**src/rtl/mmcm_reset_seq_if.sv**
```systemverilog
// rtl/mmcm_reset_seq_if.sv - board bring-up signals between the reset sequencer and the clocking/core side
`timescale 1ns/1ps
interface mmcm_reset_seq_if;
  logic       btn_i;
  logic       mmcm_locked_i;
  logic       mmcm_rst_o;
  logic       sys_rst_n_o;
  logic       fail_o;
  logic [3:0] retry_cnt_o;
  logic [7:0] lock_loss_cnt_o;
  logic [2:0] state_o;

  modport master (
    input  btn_i, mmcm_locked_i,
    output mmcm_rst_o, sys_rst_n_o, fail_o, retry_cnt_o, lock_loss_cnt_o, state_o
  );

  modport slave (
    output btn_i, mmcm_locked_i,
    input  mmcm_rst_o, sys_rst_n_o, fail_o, retry_cnt_o, lock_loss_cnt_o, state_o
  );
endinterface

```
**src/rtl/mmcm_reset_seq.sv**
```systemverilog
// rtl/mmcm_reset_seq.sv - MMCM reset pulse, lock wait with retry, lock qualification and system reset release
`timescale 1ns/1ps
module mmcm_reset_seq #(
  parameter int DEBOUNCE_CYCLES = 240000,
  parameter int MMCM_RST_CYCLES = 16,
  parameter int LOCK_TIMEOUT    = 1200000,
  parameter int STABLE_CYCLES   = 1024,
  parameter int MAX_RETRY       = 7
) (
  input logic              clk,
  input logic              rst_n,
  mmcm_reset_seq_if.master bus
);

  localparam logic [2:0] ST_RST_MMCM  = 3'd0;
  localparam logic [2:0] ST_WAIT_LOCK = 3'd1;
  localparam logic [2:0] ST_STABLE    = 3'd2;
  localparam logic [2:0] ST_RUN       = 3'd3;
  localparam logic [2:0] ST_FAIL      = 3'd4;

  localparam int DB_W  = $clog2(DEBOUNCE_CYCLES + 1);
  localparam int RST_W = $clog2(MMCM_RST_CYCLES + 1);
  localparam int TO_W  = $clog2(LOCK_TIMEOUT + 1);
  localparam int ST_W  = $clog2(STABLE_CYCLES + 1);

  localparam logic [DB_W-1:0]  DB_LAST  = DB_W'(DEBOUNCE_CYCLES - 1);
  localparam logic [RST_W-1:0] RST_LAST = RST_W'(MMCM_RST_CYCLES - 1);
  localparam logic [TO_W-1:0]  TO_LAST  = TO_W'(LOCK_TIMEOUT - 1);
  localparam logic [ST_W-1:0]  ST_LAST  = ST_W'(STABLE_CYCLES - 1);
  localparam logic [3:0]       RETRY_LIMIT = 4'(MAX_RETRY);

  logic             btn_s1_q, btn_s1_d, btn_s_q, btn_s_d;
  logic             lock_s1_q, lock_s1_d, lock_s_q, lock_s_d;
  logic             btn_db_q, btn_db_d;
  logic [DB_W-1:0]  db_cnt_q, db_cnt_d;
  logic [2:0]       state_q, state_d;
  logic [RST_W-1:0] rst_cnt_q, rst_cnt_d;
  logic [TO_W-1:0]  to_cnt_q, to_cnt_d;
  logic [ST_W-1:0]  st_cnt_q, st_cnt_d;
  logic [3:0]       retry_cnt_q, retry_cnt_d;
  logic [7:0]       loss_cnt_q, loss_cnt_d;
  logic             mmcm_rst_q, mmcm_rst_d;
  logic             sys_rst_n_q, sys_rst_n_d;
  logic             fail_q, fail_d;
  logic             btn_rise;
  logic [3:0]       retry_inc;

  // Debounced level flips on the same edge that the sequencer reacts to the rise.
  always_comb begin
    btn_s1_d  = bus.btn_i;
    btn_s_d   = btn_s1_q;
    lock_s1_d = bus.mmcm_locked_i;
    lock_s_d  = lock_s1_q;
    btn_db_d  = btn_db_q;
    db_cnt_d  = '0;
    btn_rise  = 1'b0;
    if (btn_s_q != btn_db_q) begin
      if (db_cnt_q == DB_LAST) begin
        btn_db_d = btn_s_q;
        btn_rise = btn_s_q;
      end else begin
        db_cnt_d = db_cnt_q + 1'b1;
      end
    end
  end

  always_comb begin
    state_d     = state_q;
    rst_cnt_d   = rst_cnt_q;
    to_cnt_d    = to_cnt_q;
    st_cnt_d    = st_cnt_q;
    retry_cnt_d = retry_cnt_q;
    loss_cnt_d  = loss_cnt_q;
    retry_inc   = (retry_cnt_q == 4'hf) ? retry_cnt_q : retry_cnt_q + 4'd1;

    if (btn_rise) begin
      state_d     = ST_RST_MMCM;
      rst_cnt_d   = '0;
      retry_cnt_d = '0;
    end else begin
      case (state_q)
        ST_RST_MMCM: begin
          if (btn_db_q) begin
            rst_cnt_d = '0;
          end else if (rst_cnt_q == RST_LAST) begin
            state_d  = ST_WAIT_LOCK;
            to_cnt_d = '0;
          end else begin
            rst_cnt_d = rst_cnt_q + 1'b1;
          end
        end
        ST_WAIT_LOCK: begin
          if (to_cnt_q == TO_LAST) begin
            retry_cnt_d = retry_inc;
            rst_cnt_d   = '0;
            state_d     = (retry_inc >= RETRY_LIMIT) ? ST_FAIL : ST_RST_MMCM;
          end else begin
            to_cnt_d = to_cnt_q + 1'b1;
            // The cycle that first sees lock counts as the first stable cycle.
            if (lock_s_q) begin
              st_cnt_d = ST_W'(1);
              if (STABLE_CYCLES == 1) begin
                state_d     = ST_RUN;
                retry_cnt_d = '0;
              end else begin
                state_d = ST_STABLE;
              end
            end
          end
        end
        ST_STABLE: begin
          if (!lock_s_q) begin
            state_d  = ST_WAIT_LOCK;
            to_cnt_d = '0;
          end else if (st_cnt_q == ST_LAST) begin
            state_d     = ST_RUN;
            retry_cnt_d = '0;
          end else begin
            st_cnt_d = st_cnt_q + 1'b1;
          end
        end
        ST_RUN: begin
          if (!lock_s_q) begin
            state_d    = ST_RST_MMCM;
            rst_cnt_d  = '0;
            loss_cnt_d = (loss_cnt_q == 8'hff) ? loss_cnt_q : loss_cnt_q + 8'd1;
          end
        end
        ST_FAIL: begin
          state_d = ST_FAIL;
        end
        default: begin
          state_d   = ST_RST_MMCM;
          rst_cnt_d = '0;
        end
      endcase
    end

    mmcm_rst_d  = (state_d == ST_RST_MMCM);
    sys_rst_n_d = (state_d == ST_RUN);
    fail_d      = (state_d == ST_FAIL);
  end

  always_ff @(posedge clk or negedge rst_n) begin
    if (!rst_n) begin
      btn_s1_q    <= 1'b0;
      btn_s_q     <= 1'b0;
      lock_s1_q   <= 1'b0;
      lock_s_q    <= 1'b0;
      btn_db_q    <= 1'b0;
      db_cnt_q    <= '0;
      state_q     <= ST_RST_MMCM;
      rst_cnt_q   <= '0;
      to_cnt_q    <= '0;
      st_cnt_q    <= '0;
      retry_cnt_q <= '0;
      loss_cnt_q  <= '0;
      mmcm_rst_q  <= 1'b1;
      sys_rst_n_q <= 1'b0;
      fail_q      <= 1'b0;
    end else begin
      btn_s1_q    <= btn_s1_d;
      btn_s_q     <= btn_s_d;
      lock_s1_q   <= lock_s1_d;
      lock_s_q    <= lock_s_d;
      btn_db_q    <= btn_db_d;
      db_cnt_q    <= db_cnt_d;
      state_q     <= state_d;
      rst_cnt_q   <= rst_cnt_d;
      to_cnt_q    <= to_cnt_d;
      st_cnt_q    <= st_cnt_d;
      retry_cnt_q <= retry_cnt_d;
      loss_cnt_q  <= loss_cnt_d;
      mmcm_rst_q  <= mmcm_rst_d;
      sys_rst_n_q <= sys_rst_n_d;
      fail_q      <= fail_d;
    end
  end

  assign bus.mmcm_rst_o      = mmcm_rst_q;
  assign bus.sys_rst_n_o     = sys_rst_n_q;
  assign bus.fail_o          = fail_q;
  assign bus.retry_cnt_o     = retry_cnt_q;
  assign bus.lock_loss_cnt_o = loss_cnt_q;
  assign bus.state_o         = state_q;

endmodule

```
**src/flat_wrapper.sv**
```systemverilog
// flat-port wrapper written by rule: the top's interface ports become plain ports
module mmcm_reset_seq_flat 
#(
  parameter int DEBOUNCE_CYCLES = 240000,
  parameter int MMCM_RST_CYCLES = 16,
  parameter int LOCK_TIMEOUT    = 1200000,
  parameter int STABLE_CYCLES   = 1024,
  parameter int MAX_RETRY       = 7
)
  (clk, rst_n, bus_btn_i, bus_mmcm_locked_i, bus_mmcm_rst_o, bus_sys_rst_n_o, bus_fail_o, bus_retry_cnt_o, bus_lock_loss_cnt_o, bus_state_o);
  mmcm_reset_seq_if bus_i ();
  input logic clk;
  input logic rst_n;
  input wire logic [$bits(bus_i.btn_i)-1:0] bus_btn_i;
  input wire logic [$bits(bus_i.mmcm_locked_i)-1:0] bus_mmcm_locked_i;
  output wire logic [$bits(bus_i.mmcm_rst_o)-1:0] bus_mmcm_rst_o;
  output wire logic [$bits(bus_i.sys_rst_n_o)-1:0] bus_sys_rst_n_o;
  output wire logic [$bits(bus_i.fail_o)-1:0] bus_fail_o;
  output wire logic [$bits(bus_i.retry_cnt_o)-1:0] bus_retry_cnt_o;
  output wire logic [$bits(bus_i.lock_loss_cnt_o)-1:0] bus_lock_loss_cnt_o;
  output wire logic [$bits(bus_i.state_o)-1:0] bus_state_o;
  assign bus_i.btn_i = bus_btn_i;
  assign bus_i.mmcm_locked_i = bus_mmcm_locked_i;
  assign bus_mmcm_rst_o = bus_i.mmcm_rst_o;
  assign bus_sys_rst_n_o = bus_i.sys_rst_n_o;
  assign bus_fail_o = bus_i.fail_o;
  assign bus_retry_cnt_o = bus_i.retry_cnt_o;
  assign bus_lock_loss_cnt_o = bus_i.lock_loss_cnt_o;
  assign bus_state_o = bus_i.state_o;
  mmcm_reset_seq #(.DEBOUNCE_CYCLES(DEBOUNCE_CYCLES), .MMCM_RST_CYCLES(MMCM_RST_CYCLES), .LOCK_TIMEOUT(LOCK_TIMEOUT), .STABLE_CYCLES(STABLE_CYCLES), .MAX_RETRY(MAX_RETRY)) u_core (.clk(clk), .rst_n(rst_n), .bus(bus_i));
endmodule
```
**config.mk**
```make
export PLATFORM = sky130hd
export DESIGN_NAME = mmcm_reset_seq_flat
export DESIGN_NICKNAME = d
export VERILOG_FILES = /design/src/rtl/mmcm_reset_seq_if.sv /design/src/rtl/mmcm_reset_seq.sv /design/src/flat_wrapper.sv
export SDC_FILE = /design/constraint.sdc
export NUM_CORES = 1
export LEC_CHECK = 0
export ABC_AREA = 1
export BUFFER_PORTS_ARGS = -buffer_cell sky130_fd_sc_hd__buf_2
export CELL_PAD_IN_SITES_DETAIL_PLACEMENT = 1
export CELL_PAD_IN_SITES_GLOBAL_PLACEMENT = 1
export CORE_MARGIN = 2
export CORE_UTILIZATION = 34
export DETAILED_ROUTE_END_ITERATION = 12
export PLACE_DENSITY = 0.75
export SETUP_SLACK_MARGIN = 0.2
export SYNTH_ARGS = -nofsm -noshare
export SYNTH_HDL_FRONTEND = slang
export SYNTH_SLANG_ARGS = --single-unit
```
**constraint.sdc**
```tcl
create_clock -name clk -period 1.8 [get_ports clk]
set_clock_uncertainty 0.1 [all_clocks]
set_input_delay 0.54 -clock clk [delete_from_list [all_inputs] [get_ports clk]]
set_output_delay 0.54 -clock clk [all_outputs]
set_load 0.1 [all_outputs]
```
Word level (Yosys, flattened, before mapping)
Cells that the tools add are included.

Bitwise operators: 3. Equality and inequality tests: 26. Div/mod/pow operators: 0. Muxes and demuxes: 36. Shifts and indexed selects: 0. Reduce and logical (&&, ||, !) cells: 12. Magnitude comparators: 1. $mul: 0. Add/subtract/negate cells: 6.

Operators by type and width (number): $mux 21 (4); $pmux 21 s3 (1); $mux 11 (4); $mux 18 (2); $mux 3 (9); $mux 5 (5); $pmux 11 s2 (1); $add 21x1->21 const B (1); $eq 21x21->1 const B (1); $mux 4 (5); $pmux 5 s4 (1); $add 18x1->18 const B (1); $eq 18x18->1 const B (1); $pmux 3 s5 (1); $reduce_and 4->1 (3); $reduce_and 6->1 (2); $add 11x1->11 const B (1); $eq 11x10->1 const B (1); $eq 3x2->1 const B (3); $ne 3x1->1 const B (3); $add 8x1->8 const B (1); $eq 8x8->1 const B (1); $ne 2x1->1 const B (4); $ne 2x2->1 const B (4); other kinds (18) (24).

Logic and storage cells: 99. RAM bits: 0. Output and inout port bits: 18. Register bits after elaboration: 78. Latch bits: 0. ROM bits: 0. Memories: 0.

Depth between registers and ports, before layout
Depth after elaboration: 8. Depth in mapped cells: 12. Mapped depth without buffers: 11.

Worst setup path before layout
No wires, ideal clock.

Kind: register to register. Start: register u_core.state_q[0], in the netlist u_core.bus.state_o[0]. End: register u_core.st_cnt_q[2]. Path slack: -512 ps. Period minus slack after synthesis: 2312 ps. Cell stages (with the launch flop): 12. Arrival: 2095 ps. Path buffers: 2. Cell sequence: dfrtp_1 -> inv_2 -> nor3_4 -> inv_2 -> buf_6 -> nand2_2 -> o21ai_2 -> nor2_4 -> nand2_1 -> buf_6 -> nand2_1 -> nand2_1.

Cells in the longest elaborated chain, start to end: 3. Elaborated cells between the ends (all ways): 9. Classes of those cells: 6 x eq/ne; 1 x mux; 2 x reduce/logical.

RTL lines: start, declared (RTL line mmcm_reset_seq.sv:36) `logic [2:0] state_q, state_d;`; start signal, assigned (RTL line mmcm_reset_seq.sv:168) `state_q <= state_d;`; $eq 3x2->1 or $eq 3x1->1 (tied branches) (RTL line mmcm_reset_seq.sv:81) `case (state_q)`; $ne 2x1->1 (no line), or another cell as far along; $reduce_and 6->1 (no line); end signal, assigned (RTL line mmcm_reset_seq.sv:171) `st_cnt_q <= st_cnt_d;`; end, declared (RTL line mmcm_reset_seq.sv:39) `logic [ST_W-1:0] st_cnt_q, st_cnt_d;`.

Several ways; a longest one is shown, not always the timed one. A chain may end at the register's enable or synchronous reset.

Worst setup path in the final report
Start: register u_core.rst_cnt_q[1]. End: register u_core.to_cnt_q[5].

Cells in the longest elaborated chain, start to end: 3.

RTL lines: start, declared (RTL line mmcm_reset_seq.sv:37) `logic [RST_W-1:0] rst_cnt_q, rst_cnt_d;`; start signal, assigned (RTL line mmcm_reset_seq.sv:169) `rst_cnt_q <= rst_cnt_d;`; $eq 5x4->1 (RTL line mmcm_reset_seq.sv:85) `end else if (rst_cnt_q == RST_LAST) begin`; $ne 2x1->1 (no line); $reduce_and 6->1 (no line); end signal, assigned (RTL line mmcm_reset_seq.sv:170) `to_cnt_q <= to_cnt_d;`; end, declared (RTL line mmcm_reset_seq.sv:38) `logic [TO_W-1:0] to_cnt_q, to_cnt_d;`.

Every way passes these cells.

==> metrics.txt <==
status=finished, violations left; violated checks=setup timing; Initial Util=34.7%; Fmax=0.495 GHz; Max Cap Viol=0; CORE AREA=13100 um^2; most common cell after layout, fill and taps aside=nand2_1; port bufs=21; post-route cell area=7380 um^2; Die X=120 um; Cell Pwr Density=1160 nW/um^2; fillcell total=1535; via count of the first global-routing pass=5379; Synthesis Warnings=0; Synth Net Count=646; Clock Latency Late Sink=370 ps; antenna-violating nets left=0; cells after synthesis=635; multi-input logic area=3030 um^2; row count=42; CP Cell Sequence=ha_2 -> nand2_2 -> nor2_4 -> ha_2 -> nand2_2 -> nand3_2 -> nand2_2 -> nor2_4 -> buf_6 -> clkbuf_16 -> nand2_2 -> o21ai_1; Final Non-Filler Cells=966; Peak VDD IR=1230 uV; headroom to the max-slew limit=71.9%; overall die height=120 um; initial antenna violation count=0; Final Max Slew Viols=0; CTS tree=done; Pleak=3.40 nW; Tightest Pin Transition=418 ps; vias per cell=5.41; Final period util=112%; post-synth cell types=32; final hold vios=0; Total Routed Length=21200 um; Inserted Diodes=0; crit path DAT=2220 ps; wire length per cell=21.9 um; final net count=796; crit path time final=2020 ps; die area=14300 um^2; clock sinks=78; slowest stage cell, crit path=dfrtp_1; GR Util All Layers=24.1%; Placement Cell Area=5560 um^2; CP Max Fanout=5; Post-DP HPWL=9740 um; Hold WS=177 ps; most frequent cells in the layout=149 x nand2_1, 90 x buf_4, 71 x nor2_1; Final setup viols=59; Yosys reg bits=78; largest net degree at the start of global routing=33; WS Path Type=register to register; Worst EP required=1990 ps; Hold/Removal Path Class=input port to register; Placed Instances=881; Post-Place Setup Slack=-78.3 ps; CTS clk-pin slew, worst paths=70 ps; layout cell share with drive strength beyond 1=44.4%; Vias=5222; CTS Buffer Depth=2; post-synthesis sequential area ratio=42.9%; Clock Root Buffer=clkbuf_16; TritonCTS Buffers=9; post-synthesis cell area=4560 um^2; I/O pins=22; H-tree depth=3; FF/Latch Area=1990 um^2; Remaining DRCs=0; critical path's largest stage delay=380 ps; gr ovfl total=0; First DRT Iteration DRCs=431; RSZ-0062 raised after global routing=true; Post-Syn Area per Cell=7.17 um^2; first-pass GRT wire length=27300 um; 1st-pass router iterations=5; Worst Setup Start Kind=register; Setup crit end kind=register; P&R area growth vs syn=62.1%; Worst Slack Setup Final=-222 ps; Worst path most repeated cell=nand2_2; GPL Wtd Cong=0.865
## power by group
part	switching, W	internal (W)	total (W)
clock	0.000817	0.00122	0.00204
sequential	0.000237	0.00197	0.00221
combinational	0.00253	0.00180	0.00433
## routing by layer
metal / global-route usage (%) / vias up / share of wire (%)
li1: - / 2315 / -
met1: 27.6 / 2656 / 37
met2: 43.8 / 181 / 55
met3: 5.18 / 70 / 4.4
met4: 9.41 / 0 / 4.0
met5: 0 / - / 0
## per-stage QoR
stage / total power [W] / util, % / setup TNS [ps]
floorplan: 0.00377 / - / -1580
global placement: 0.00458 / 42.4 / 0
detailed placement: 0.00469 / 42.4 / -664
CTS: 0.00744 / 50.5 / -82.7
global route: 0.00882 / 56.2 / -10150
finish: 0.00858 / 56.2 / -6960
## what timing repair did
| action | 4_1_cts | 5_1_grt |
|---|---|---|
| buffers inserted | 34 | 25 |
| pin swaps | 16 | 54 |
| gates resized for setup | 125 | 135 |
| endpoints found under the hold margin | 16 | 0 |
| gates cloned | 4 | 5 |
| endpoints found under the setup margin | 88 | 87 |
| hold buffers | 1 | 0 |
## cells in the mapped netlist, drive strengths merged
library cell	number	area [um^2]
nand2	213	802
nor2	100	400
dfrtp	77	1930
inv	61	229
nand3	56	280
o21ai	26	138
xor2	23	201
nor3	16	96.4
nand4	13	87.6
a21oi	10	50.1
xnor2	8	70.1
buf	7	55.1
ha	7	87.6
clkbuf	4	15.0
nor3b	3	22.5
or2	3	18.8
a211oi	2	15.0
nand3b	2	15.0
nor4	2	12.5
a31oi	1	6.26
dfstp	1	26.3
## cells by family after synthesis
logic type	share of synthesized area, %
and+or+nand+nor	38.1
DFF	42.9
buffers and inverters	6.56
AOI/OAI and AO/OA	4.59
xor gates and xnor gates	5.96
adders and majority gates	1.92
## worst paths after layout
kind / end / cells after the start / slack, ps / startpoint
min: u_core.btn_s1_q / 1 / 180 / bus_btn_i
max: u_core.to_cnt_q[5] / 12 / -220 / u_core.rst_cnt_q[1]
max in group asynchronous: u_core.bus.lock_loss_cnt_o[0] / 3 / 530 / rst_n
max reg2reg: u_core.to_cnt_q[5] / 12 / -220 / u_core.rst_cnt_q[1]
min in group asynchronous: u_core.to_cnt_q[4] / 2 / 540 / rst_n
min reg2reg: u_core.btn_s_q / 0 / 250 / u_core.btn_s1_q
## worst max-delay path, delay by kind of cell (launching register included)
| family | cells | cell delay [ps] |
|---|---|---|
| adders and majority gates | 2 | 400 |
| DFF | 1 | 380 |
| and+or+nand+nor | 7 | 710 |
| buffers and inverters | 2 | 290 |
| AOI/OAI and AO/OA | 1 | 70 |
## final cells by class
class                           count  share of cell area (%)
Multi-Input combinational cell    486                    41.1
Inverter                           61                    3.27
Timing Repair Buffer              149                    21.4
Sequential cell                    78                    27.0
Tap cell                          176                    2.98
Clock inverter                      5                    1.12
Clock buffer                       11                    3.15
## state kept, by name, summed over array words and instances (netlist names)
signal and count:
u_core.lock_s1_q 1, u_core.bus.fail_o 1, u_core.st_cnt_q 11, u_core.btn_s_q 1
u_core.bus.mmcm_rst_o 1, u_core.bus.retry_cnt_o 4, u_core.bus.lock_loss_cnt_o 8, u_core.rst_cnt_q 5
u_core.to_cnt_q 21, u_core.btn_db_q 1, u_core.lock_s_q 1, u_core.db_cnt_q 18
u_core.btn_s1_q 1, u_core.bus.sys_rst_n_o 1, u_core.bus.state_o 3
Power figures use the tool's default switching activity.
